--- src/rtl/popcount_pkg.sv ---
// Shared definitions for the popcount range detector: width helper, a
// reference popcount and the stage-1 payload record.
package popcount_pkg;

    localparam int MAX_W = 256;

    function automatic int pc_width(int w);
        return $clog2(w + 1);
    endfunction

    localparam int PC_MAX_W = pc_width(MAX_W);

    // Callers zero-extend narrower words to MAX_W; padding bits count as zero.
    function automatic int popcount(logic [MAX_W-1:0] v);
        int n;
        n = 0;
        for (int i = 0; i < MAX_W; i++) begin
            n += int'(v[i]);
        end
        return n;
    endfunction

    typedef struct packed {
        logic [PC_MAX_W-1:0] pc;
        logic [PC_MAX_W-1:0] lo;
        logic [PC_MAX_W-1:0] hi;
    } s1_payload_t;

endpackage

--- src/rtl/popcount_tree.sv ---
// Combinational balanced adder tree producing the number of set bits in a word.
module popcount_tree
    import popcount_pkg::*;
#(
    parameter int WIDTH = 16,
    localparam int PC_W = pc_width(WIDTH)
) (
    input  logic [WIDTH-1:0] in_data,
    output logic [PC_W-1:0]  sum
);

    localparam int LEVELS = $clog2(WIDTH);
    localparam int N      = 1 << LEVELS;

    logic [N-1:0] padded;

    assign padded = N'(in_data);

    // Pairwise in-place reduction: each pass halves the live node count.
    always_comb begin : p_tree
        logic [PC_W-1:0] node [N];
        for (int i = 0; i < N; i++) begin
            node[i] = PC_W'(padded[i]);
        end
        for (int span = 1; span < N; span = span * 2) begin
            for (int i = 0; i < N; i = i + 2 * span) begin
                node[i] = node[i] + node[i + span];
            end
        end
        sum = node[0];
    end

endmodule

--- src/rtl/popcount_range.sv ---
// Two-stage streaming popcount window detector with valid/ready handshake
// on both sides and a saturating count of matched results.
module popcount_range
    import popcount_pkg::*;
#(
    parameter int WIDTH = 16,
    parameter int CNT_W = 16,
    localparam int PC_W = pc_width(WIDTH)
) (
    input  logic             clk,
    input  logic             nrst,
    input  logic             in_valid,
    output logic             in_ready,
    input  logic [WIDTH-1:0] in_data,
    input  logic [PC_W-1:0]  lo,
    input  logic [PC_W-1:0]  hi,
    input  logic             clear,
    output logic             out_valid,
    input  logic             out_ready,
    output logic             out_match,
    output logic [PC_W-1:0]  out_pc,
    output logic [CNT_W-1:0] match_cnt
);

    logic [PC_W-1:0] pc_p0;

    s1_payload_t     pay_p1_q, pay_p1_d;
    logic            vld_p1_q, vld_p1_d;
    logic            vld_p2_q, vld_p2_d;
    logic            match_p2_q, match_p2_d;
    logic [PC_W-1:0] pc_p2_q, pc_p2_d;
    logic [CNT_W-1:0] cnt_q, cnt_d;

    logic out_xfer;
    logic s2_load;
    logic s1_move;
    logic in_xfer;

    popcount_tree #(.WIDTH(WIDTH)) u_tree (
        .in_data (in_data),
        .sum     (pc_p0)
    );

    always_comb begin
        out_xfer = vld_p2_q && out_ready;
        s2_load  = !vld_p2_q || out_xfer;
        s1_move  = vld_p1_q && s2_load;
        in_ready = !vld_p1_q || s1_move;
        in_xfer  = in_valid && in_ready;
    end

    // Stage 0 -> 1: capture popcount with the bounds presented alongside it.
    always_comb begin
        vld_p1_d = in_ready ? in_valid : vld_p1_q;
        pay_p1_d = pay_p1_q;
        if (in_xfer) begin
            pay_p1_d.pc = PC_MAX_W'(pc_p0);
            pay_p1_d.lo = PC_MAX_W'(lo);
            pay_p1_d.hi = PC_MAX_W'(hi);
        end
    end

    // Stage 1 -> 2: window compare; lo > hi naturally yields no match.
    always_comb begin
        vld_p2_d   = s2_load ? vld_p1_q : vld_p2_q;
        pc_p2_d    = pc_p2_q;
        match_p2_d = match_p2_q;
        if (s1_move) begin
            pc_p2_d    = PC_W'(pay_p1_q.pc);
            match_p2_d = (pay_p1_q.lo <= pay_p1_q.pc) && (pay_p1_q.pc <= pay_p1_q.hi);
        end
    end

    always_comb begin
        cnt_d = cnt_q;
        if (clear) begin
            cnt_d = '0;
        end else if (out_xfer && match_p2_q && (cnt_q != {CNT_W{1'b1}})) begin
            cnt_d = cnt_q + CNT_W'(1);
        end
    end

    always_ff @(posedge clk or negedge nrst) begin
        if (!nrst) begin
            vld_p1_q   <= 1'b0;
            vld_p2_q   <= 1'b0;
            match_p2_q <= 1'b0;
            pc_p2_q    <= '0;
            cnt_q      <= '0;
        end else begin
            vld_p1_q   <= vld_p1_d;
            vld_p2_q   <= vld_p2_d;
            match_p2_q <= match_p2_d;
            pc_p2_q    <= pc_p2_d;
            cnt_q      <= cnt_d;
        end
    end

    always_ff @(posedge clk) begin
        pay_p1_q <= pay_p1_d;
    end

    assign out_valid = vld_p2_q;
    assign out_match = match_p2_q;
    assign out_pc    = pc_p2_q;
    assign match_cnt = cnt_q;

endmodule

--- config.mk ---
export PLATFORM = sky130hd
export DESIGN_NAME = popcount_range
export DESIGN_NICKNAME = d
export VERILOG_FILES = /design/src/rtl/popcount_pkg.sv /design/src/rtl/popcount_tree.sv /design/src/rtl/popcount_range.sv
export SDC_FILE = /design/constraint.sdc
export NUM_CORES = 1
export LEC_CHECK = 0
export ABC_CLOCK_PERIOD_IN_PS = 1800
export CAP_MARGIN = 10
export CORE_UTILIZATION = 50
export CTS_CLUSTER_DIAMETER = 60
export DETAILED_ROUTE_END_ITERATION = 12
export HOLD_SLACK_MARGIN = 0.08
export PLACE_DENSITY = 0.8
export SETUP_SLACK_MARGIN = 0.2
export SYNTH_ARGS = -nofsm -noshare
export SYNTH_HDL_FRONTEND = slang
export SYNTH_SLANG_ARGS = --single-unit
--- constraint.sdc ---
create_clock -name clk -period 1.8 [get_ports clk]
set_input_delay 0.45 -clock clk [delete_from_list [all_inputs] [get_ports clk]]
set_output_delay 0.45 -clock clk [all_outputs]
set_load 0.01 [all_outputs]
==> reports/qor.yml <==
grt:
  grt_pass1_wl_mm: 9.40
  grt_pass1_vias: 2079
  antenna_found_initial: 0
  track_usage: 0.244
  grt_start_max_net_pins: 25
  grt-ovfl-total: 0
timing:
  worst_pin_slew_ps: 412
  rsz0062_at_grt: "yes"
  holdWs_ps: 482
  timing.fmax_ghz: 0.290
  min_period_ps: 3450
  finalCritPeriodShare: 1.92
  slew_viol_final: 0
  slew_headroom: 0.724
  post-route-worst-setup-slack_ps: -1650
  setup_viol: 9
  hold_viol_final: 0
  finClkSkew_ps: 4.32
floorplan:
  io_pins: 55
  die_area_mm2: 0.00506
  die_w_um: 71.1
  rows: 24
  initial_core_util: 0.534
  coreArea_mm2: 0.00447
  die_y_um: 71.1
clocking:
  h-tree-depth: 2
  clock_path_buffers: 2
  cts.root.buffer_cell: "clkbuf_8"
  clk_latency_ps: 290
  numCtsBuffers: 5
  path_clk_slew_ps: 70
  cts.sinks: 39
  holdBufCountCts: 0
  cts_tree: "yes"
routing:
  wire_per_inst_um: 18.2
  dr.pass1.iters: 9
  vias_per_cell: 5.71
  drc_errors: 3
  totalWireLength_mm: 6.98
  drt-initial-drc-count: 146
  dr_total_vias: 2186
  ant_nets: 0
logic_synthesis:
  synth_warnings: 0
  synth_cell_types: 33
  yosysTopAreaCell: "dfrtp_1"
  yosysSeqAreaShare: 0.440
  netlist_area_mm2: 0.00239
  synth_area_per_cell_um2: 10.8
  synth_top_area_frac: 0.252
  synth_cells: 222
  synth.area.top_cells: "dfrtp_1 25%, edfxtp_1 19%, ha_1 13%"
  synth_seq_cells: 39
  synth.net_count: 288
power_and_ir_drop:
  irDropWorstVdd_mv: 0.639
  power-per-cell-area_mw_per_mm2: 890
  total_power_w: 0.00341
  p_leak_nw: 1.71
placement:
  port_buffers: 54
  dp_slack_ps: -2340
  gp_congestion: 0.780
  place_hpwl_mm: 3.63
  place_area_mm2: 0.00314
final_layout:
  drive_gt1_frac: 0.387
  syn_to_final_growth_pct: 60.7
  num_antenna_cells: 0
  nets: 396
  final_common_cell: "buf_4"
  fin_area_mm2: 0.00384
  layout_common_cells: "41 x buf_4, 26 x inv_1, 21 x dlygate4sd2_1, 19 x nor2_1, 19 x dfrtp_1"
  finish.utilization: 0.857
min_path:
  hp-class: "reg2reg"
  holdPathStages: 2
worst_setup_path:
  r2r_cells: 8
  required_ps: 1850
  end_kind: "flop"
  critPathLaunchType: "primary input"
  cp.arrival_ps: 3510
  path_class: "in2reg"
  crit_path_max_fanout: 2
outcome:
  outcome: "complete, but fails checks"
  violations: "design-rule violations, negative setup slack"
job:
  maxCapViolCount: 0
## cell usage after synthesis
cell type / instances
fa_1: 11
buf_1: 1
xnor2_1: 16
or2_1: 1
clkbuf_1: 2
nor2_1: 20
nand2_4: 1
nor2b_1: 2
a31oi_1: 1
dfrtp_1: 24
a21oi_1: 5
nand3b_1: 1
a2111oi_4: 1
nand3_1: 5
and3_1: 4
edfxtp_1: 15
nor4_1: 6
a211oi_1: 2
buf_4: 1
inv_1: 35
a32oi_1: 1
nor3_1: 3
a311oi_1: 3
mux2i_1: 1
and4_2: 1
and2_1: 2
a21o_1: 3
nand2b_1: 3
nand2_1: 13
nor2_2: 1
nand4_1: 6
o21ai_0: 7
ha_1: 24
## flip-flops by register name, indices dropped and copies added, names as in the netlist
register	count
pay_p1_q	15
match_cnt	16
out_match	1
vld_p1_q	1
out_valid	1
out_pc	5
## worst paths after layout
| path | end | from | slack [ps] |
|---|---|---|---|
| min | out_pc[3]$_DFFE_PN0P_ | out_pc[3]$_DFFE_PN0P_ | 480 |
| max | pay_p1_q[20]$_DFFE_PP_ | in_data[4] | -1650 |
| min reg2reg | out_pc[3]$_DFFE_PN0P_ | out_pc[3]$_DFFE_PN0P_ | 480 |
| min in group asynchronous | match_cnt[14]$_DFFE_PN0P_ | nrst | 530 |
| max in group asynchronous | match_cnt[2]$_DFFE_PN0P_ | nrst | 1010 |
| max reg2reg | match_cnt[13]$_DFFE_PN0P_ | match_cnt[9]$_DFFE_PN0P_ | -90 |
## routing by layer
| layer | wire length, µm | part of all wire | global-route usage | vias to the layer above |
|---|---|---|---|---|
| met5 | 0 | 0 | 0 | - |
| li1 | - | - | - | 970 |
| met4 | 297 | 0.043 | 0.0911 | 0 |
| met3 | 356 | 0.051 | 0.0484 | 27 |
| met2 | 3630 | 0.52 | 0.438 | 116 |
| met1 | 2690 | 0.39 | 0.289 | 1073 |
## metrics by stage
step / std cells / TNS, ps
6_report: 383 / -7120
5_1_grt: 383 / -7730
4_1_cts: 361 / -7120
3_5_place_dp: 336 / -13890
3_3_place_gp: 336 / -13670
2_1_floorplan: 222 / -7710
## cell type report
| type | instances | area (µm²) |
|---|---|---|
| clock buffer | 6 | 72.6 |
| tap | 52 | 65.1 |
| fill | 206 | 638 |
| multi-input combinational | 144 | 1530 |
| clock inverter | 2 | 60.1 |
| timing repair buffer | 105 | 921 |
| sequential | 39 | 1060 |
| inverter | 35 | 131 |
## what timing repair did
item,CTS,global route
setup endpoints to repair,41,24
gates resized for setup,106,40
setup buffers,17,22
endpoints found under the hold margin,0,0
pin swaps,23,31
## critical path, cell delays in order
cell   delay (ps)
buf_6         100
ha_4          150
fa_1          530
inv_1          50
fa_1          440
fa_1          490
inv_1          50
fa_2          540
ha_4          130
inv_2          30
fa_2          520
inv_2          30
## kinds of logic (layout without fill, tap and decap cells)
group                    count (synthesis)  after routing  synth area share
buffers and inverters                   39            148            0.0629
AO/OA/AOI/OAI                           23             23            0.0697
XOR/XNOR                                16             16            0.0587
flip-flops                              39             39             0.440
multiplexers                             1              1           0.00419
adder cells (fa/ha/maj)                 35             35             0.218
AND/OR/NAND/NOR                         69             69             0.146
## where the power goes
group,internal (W),switching [W],total [W]
logic,0.000673,0.000681,0.00135
clock network,0.000554,0.000308,0.000862
registers,0.00111,0.0000904,0.00120
No activity file was read; power rests on OpenSTA's default activity.
